[config.mk]
export PLATFORM = sky130hd
export DESIGN_NAME = if_stage
export DESIGN_NICKNAME = d
export VERILOG_FILES = /design/src/rtl/if_stage.sv
export SDC_FILE = /design/constraint.sdc
export NUM_CORES = 1
export LEC_CHECK = 0
export ABC_CLOCK_PERIOD_IN_PS = 5000
export BUFFER_PORTS_ARGS = -buffer_cell sky130_fd_sc_hd__buf_2
export CAP_MARGIN = 20
export CORE_MARGIN = 2
export CORE_UTILIZATION = 40
export CTS_BUF_LIST = sky130_fd_sc_hd__clkbuf_16
export CTS_CLUSTER_DIAMETER = 120
export DETAILED_ROUTE_END_ITERATION = 10
export PLACE_DENSITY = 0.68
export SYNTH_ARGS = -nofsm -noshare
export SYNTH_HDL_FRONTEND = slang
export SYNTH_SLANG_ARGS = --single-unit
[constraint.sdc]
create_clock -name clk -period 5 [get_ports clk]
set_input_delay 0.5 -clock clk [delete_from_list [all_inputs] [get_ports clk]]
set_output_delay 0.5 -clock clk [all_outputs]
set_load 0.02 [all_outputs]
[src/rtl/if_stage.sv]
// Instruction-fetch stage with IF/ID pipeline register.
// Fetches over a variable-latency req/valid port, absorbs stalls in a one-word hold buffer, and squashes wrong-path fetches.
module if_stage #(
  parameter logic [31:0] RESET_PC = 32'h0000_0000,
  parameter logic [31:0] NOP      = 32'h0000_0000
) (
  input  logic        clk,
  input  logic        rst_n,
  input  logic        PC_IFWrite,
  input  logic        Z,
  input  logic        J,
  input  logic        JR,
  input  logic [31:0] BranchAddr,
  input  logic [31:0] JumpAddr,
  input  logic [31:0] JrAddr,
  output logic        imem_req,
  output logic [31:0] imem_addr,
  input  logic [31:0] imem_rdata,
  input  logic        imem_valid,
  output logic [31:0] PC_if,
  output logic [31:0] Instruction_id,
  output logic [31:0] NextPC_id,
  output logic        Valid_id
);

  typedef enum logic {S_FETCH, S_DROP} state_t;

  state_t      r_state, w_state_nxt;
  logic [31:0] r_pc, w_pc_nxt;
  logic [31:0] r_drop_addr, w_drop_addr_nxt;
  logic [31:0] r_instr, w_instr_nxt;
  logic [31:0] r_nextpc, w_nextpc_nxt;
  logic        r_valid, w_valid_nxt;
  logic [31:0] r_hold_instr, w_hold_instr_nxt;
  logic [31:0] r_hold_pc, w_hold_pc_nxt;
  logic        r_hold_full, w_hold_full_nxt;

  logic        w_redir;
  logic        w_req;
  logic        w_done;
  logic [31:0] w_target;
  logic [31:0] w_pc_plus4;

  assign w_redir    = r_valid & PC_IFWrite & (Z | J | JR);
  assign w_target   = (JR ? JrAddr : (J ? JumpAddr : BranchAddr)) & ~32'd3;
  assign w_pc_plus4 = r_pc + 32'd4;
  assign w_req      = (r_state == S_DROP) | ~r_hold_full;
  assign w_done     = w_req & imem_valid;

  // While in DROP the address must stay on the request that is still outstanding.
  assign imem_req       = rst_n & w_req;
  assign imem_addr      = (r_state == S_DROP) ? r_drop_addr : r_pc;
  assign PC_if          = r_pc;
  assign Instruction_id = r_instr;
  assign NextPC_id      = r_nextpc;
  assign Valid_id       = r_valid;

  always_comb begin
    w_state_nxt      = r_state;
    w_pc_nxt         = r_pc;
    w_drop_addr_nxt  = r_drop_addr;
    w_instr_nxt      = r_instr;
    w_nextpc_nxt     = r_nextpc;
    w_valid_nxt      = r_valid;
    w_hold_instr_nxt = r_hold_instr;
    w_hold_pc_nxt    = r_hold_pc;
    w_hold_full_nxt  = r_hold_full;

    case (r_state)
      S_FETCH: begin
        if (w_redir) begin
          w_instr_nxt     = NOP;
          w_nextpc_nxt    = 32'd0;
          w_valid_nxt     = 1'b0;
          w_pc_nxt        = w_target;
          w_hold_full_nxt = 1'b0;
          if (w_req & ~imem_valid) begin
            w_state_nxt     = S_DROP;
            w_drop_addr_nxt = r_pc;
          end
        end else if (w_done) begin
          if (PC_IFWrite) begin
            w_instr_nxt  = imem_rdata;
            w_nextpc_nxt = w_pc_plus4;
            w_valid_nxt  = 1'b1;
          end else begin
            w_hold_instr_nxt = imem_rdata;
            w_hold_pc_nxt    = w_pc_plus4;
            w_hold_full_nxt  = 1'b1;
          end
          w_pc_nxt = w_pc_plus4;
        end else if (PC_IFWrite) begin
          if (r_hold_full) begin
            w_instr_nxt     = r_hold_instr;
            w_nextpc_nxt    = r_hold_pc;
            w_valid_nxt     = 1'b1;
            w_hold_full_nxt = 1'b0;
          end else begin
            w_instr_nxt  = NOP;
            w_nextpc_nxt = 32'd0;
            w_valid_nxt  = 1'b0;
          end
        end
      end

      S_DROP: begin
        if (w_redir) begin
          w_pc_nxt        = w_target;
          w_hold_full_nxt = 1'b0;
        end
        if (PC_IFWrite) begin
          w_instr_nxt  = NOP;
          w_nextpc_nxt = 32'd0;
          w_valid_nxt  = 1'b0;
        end
        if (imem_valid) begin
          w_state_nxt = S_FETCH;
        end
      end

      default: w_state_nxt = S_FETCH;
    endcase
  end

  always_ff @(posedge clk or negedge rst_n) begin
    if (!rst_n) begin
      r_state      <= S_FETCH;
      r_pc         <= RESET_PC;
      r_drop_addr  <= 32'd0;
      r_instr      <= NOP;
      r_nextpc     <= 32'd0;
      r_valid      <= 1'b0;
      r_hold_instr <= NOP;
      r_hold_pc    <= 32'd0;
      r_hold_full  <= 1'b0;
    end else begin
      r_state      <= w_state_nxt;
      r_pc         <= w_pc_nxt;
      r_drop_addr  <= w_drop_addr_nxt;
      r_instr      <= w_instr_nxt;
      r_nextpc     <= w_nextpc_nxt;
      r_valid      <= w_valid_nxt;
      r_hold_instr <= w_hold_instr_nxt;
      r_hold_pc    <= w_hold_pc_nxt;
      r_hold_full  <= w_hold_full_nxt;
    end
  end

endmodule

==> flow_summary_export.csv <==
group,metric,value,unit
global_routing,overflow,0,
power_and_ir_drop,p_clk_frac,0.223,
place,dpl-instance-area,10900,um2
synth,yosysUniqueCellTypes,48,
detailed_routing,vias,7324,
cells_and_area,layout_commonest_cell,"buf_2",
global_routing,grt_pass1_wl,38.6,mm
clock_tree,clk_path_buf_depth,2,
critical_path,r2r_slack,2.05,ns
synth,yosys_register_bits,188,
global_routing,grt_antenna_before_repair,0,
timing,setup_tns,0,ns
detailed_routing,detail_route.first_pass.iterations,5,
clock_tree,htreeDepth,4,
timing,timing.final.max_slew_violations,0,
run,maxCapViolCount,0,
synth,synth-xor-area-share,0.0517,
floorplan,die-area,25000,um2
power_and_ir_drop,ir_drop,0.000286,V
clock_tree,post-cts-setup-buffers,0,
synth,synth_flop_cell,"dfrtp_1",
synth,synth_compound_area_frac,0.133,
floorplan,initial_core_util,0.405,
cells_and_area,final-seq-area,4700,um2
cells_and_area,fin_nets,1237,
clock_tree,cts_resized,0,
detailed_routing,viasPerCell,5.11,
clock_tree,cts.reportedPaths.clkPinSlew,0.07,ns
timing,fin_hold_ws,0.0721,ns
synth,synth_warnings,0,
clock_tree,cts.sinks,188,
place,dp_cells,1401,
cells_and_area,final_cell_mix,"buf_2, dfrtp_1, mux2_2, nor2_1, a21oi_1",
synth,syn_area,9480,um2
clock_tree,cts_tree,"yes",
synth,ys_seq_area_frac,0.496,
synth,synth_fa_ha_area_frac,0.00132,
global_routing,grt_pass1_vias,7040,
detailed_routing,dr.first_iter.drc_count,342,
critical_path,startpoint,"r_hold_full$_DFFE_PN0P_",
global_routing,grt_usage,0.201,
synth,synth_top_family_by_area,"multiplexers",
global_routing,grt_max_degree,123,
floorplan,core,23400,um2
power_and_ir_drop,power_switching,0.00245,W
timing,hold_viol_final,0,
synth,async_reset_ff_frac,1.00,
critical_path,reg2reg_from,"r_hold_full$_DFFE_PN0P_",
critical_path,reg2regPathDepth,4,
critical_path,regToRegEndpoint,"r_hold_instr[18]$_DFFE_PN0P_",
timing,max_freq,339,MHz
cells_and_area,antenna_cells,0,
cells_and_area,fillerInstances,2233,
detailed_routing,ant_nets,0,
synth,synth_cells,899,
run_status,status,"finished clean",
clock_tree,cts-root-buf,"clkbuf_16",
critical_path,cp-start-kind,"register",
critical_path,endpoint_kind,"register",
clock_tree,cts_buffers,17,
floorplan,num_io_pins,265,
place,port_buffers,254,
timing,finalSetupViolCount,0,
floorplan,fp.dieH,158,um
critical_path,required,5.31,ns
detailed_routing,wirelength,24.9,mm
cells_and_area,multiInputGateArea,4220,um2
timing,fin_crit_sh,0.589,
floorplan,fp.dieW,158,um
timing,fin_skew,0.0124,ns
critical_path,crit_fanout,27,
power_and_ir_drop,pwr-share-comb,0.365,
power_and_ir_drop,power_leakage,5.06,nW
clock_tree,clk_latency,0.43,ns
timing,fin_crit,2.95,ns
min_path,hold_class,"input pin to async pin",
detailed_routing,wire_per_inst,17.4,um
timing,slew_headroom,0.254,
place,gp_congestion,0.808,
place,dp_hpwl,17.4,mm
synth,synth_edf_count,0,
timing,rsz0062_at_grt,"false",
power_and_ir_drop,pwr-share-seq,0.413,
cells_and_area,fin_area,11500,um2
clock_tree,cts_hold_buf,0,
synth,synth-simple-area-share,0.107,
timing,worst_slew_pin_slew,1.12,ns
power_and_ir_drop,switching_share,0.392,
critical_path,critPathKind,"register to register",
power_and_ir_drop,p_int,0.00380,W
cells_and_area,finalNonFillerCells,1432,
critical_path,worstPathArrival,3.25,ns
cells_and_area,drive_gt1_frac,0.367,
cells_and_area,syn2layout_area_growth,20.9,%
detailed_routing,remaining_drc_errors,0,
synth,syn_area_per_cell,10.5,um2
synth,synthMuxAreaShare,0.148,
power_and_ir_drop,power_density,545,nW/um2
floorplan,rows,56,
-- layout make-up --
class,instances,area share
inverters,49,0.0160
repair buffers,264,0.119
multi-input cells,581,0.368
clock inverters,14,0.0146
well taps,319,0.0348
flip-flops and latches,188,0.410
clock buffers,17,0.0371
-- worst max-delay path, stage by stage, from the launching register on --
cell and delay, ns:
dfrtp_1 0.51, or3b_1 0.76, nor2_4 0.75, buf_4 0.42, mux2_2 0.38
-- sequential cells by signal, summed over array words and instances, names as in the netlist --
name / flops
r_hold_instr: 32
r_hold_full: 1
Instruction_id: 32
Valid_id: 1
r_drop_addr: 30
r_hold_pc: 30
NextPC_id: 31
PC_if: 30
r_state: 1
-- synth_stat cells, types with 2 or more instances --
cell,number,area share
inv_1,49,0.019
o221ai_1,10,0.0092
nand4_2,2,0.0026
nor2b_1,16,0.011
nand4_1,9,0.0059
mux2_2,98,0.12
and3_1,13,0.0086
a31oi_1,2,0.0013
nand3_1,28,0.015
xnor2_1,25,0.023
nor2_1,67,0.027
and4_1,5,0.0046
nand2_1,21,0.0083
dfrtp_1,188,0.50
nor3_1,6,0.0032
o21ai_1,21,0.011
clkbuf_1,34,0.013
o21ai_0,34,0.018
buf_1,2,0.00079
mux2i_1,30,0.032
a22oi_1,36,0.028
nor3_2,2,0.0021
nor4_2,3,0.0040
a211oi_1,30,0.024
xor2_1,31,0.029
nor2_2,2,0.0013
and2_1,2,0.0013
buf_2,35,0.018
buf_4,12,0.0095
nor4b_2,2,0.0032
a21oi_1,66,0.035
nor4_1,2,0.0013
-- per-layer routing --
metal	GRT usage	vias to the layer above	share of wire
li1	-	3564	-
met1	0.264	3471	0.45
met2	0.328	272	0.47
met3	0.0528	17	0.068
met4	0.0558	0	0.015
met5	0	-	0
-- cells by family (layout without fill, tap and decap cells) --
logic type | count (synthesis) | count (layout)
AO/OA/AOI/OAI | 205 | 205
XOR/XNOR | 56 | 56
adder cells (fa/ha/maj) | 1 | 1
buffers and inverters | 133 | 344
flip-flops | 188 | 188
multiplexers | 128 | 128
other | 1 | 4
AND/OR/NAND/NOR | 187 | 187
-- power groups by stage --
| stage | clock network, W | logic (W) | registers (W) |
|---|---|---|---|
| 6_report | 0.00139 | 0.00228 | 0.00258 |
| 5_1_grt | 0.00150 | 0.00249 | 0.00267 |
| 4_1_cts | 0.00143 | 0.00230 | 0.00258 |
| 3_5_place_dp | 0 | 0.00229 | 0.00260 |
| 3_3_place_gp | 0 | 0.00226 | 0.00257 |
| 2_1_floorplan | 0 | 0.00142 | 0.00269 |
-- stage by stage --
step | power [W] | setup slack, ns | util
6_report | 0.00625 | 2.05 | 0.490
5_1_grt | 0.00665 | 1.91 | 0.490
4_1_cts | 0.00631 | 2.06 | 0.490
3_5_place_dp | 0.00489 | 1.90 | 0.465
3_3_place_gp | 0.00483 | 1.92 | 0.465
2_1_floorplan | 0.00410 | 2.89 | -
-- worst max path at each step --
stage                                    to  slack, ns  depth (start not counted)
4_1_cts        r_hold_instr[18]$_DFFE_PN0P_       2.06                          4
6_report       r_hold_instr[18]$_DFFE_PN0P_       2.05                          4
3_5_place_dp     r_drop_addr[6]$_DFFE_PN0P_       1.90                          4
5_1_grt        r_hold_instr[18]$_DFFE_PN0P_       1.91                          4
3_3_place_gp    r_drop_addr[21]$_DFFE_PN0P_       1.92                          4
2_1_floorplan         PC_if[24]$_DFFE_PN0P_       2.89                          6
No activity file was read; power rests on OpenSTA's default activity.
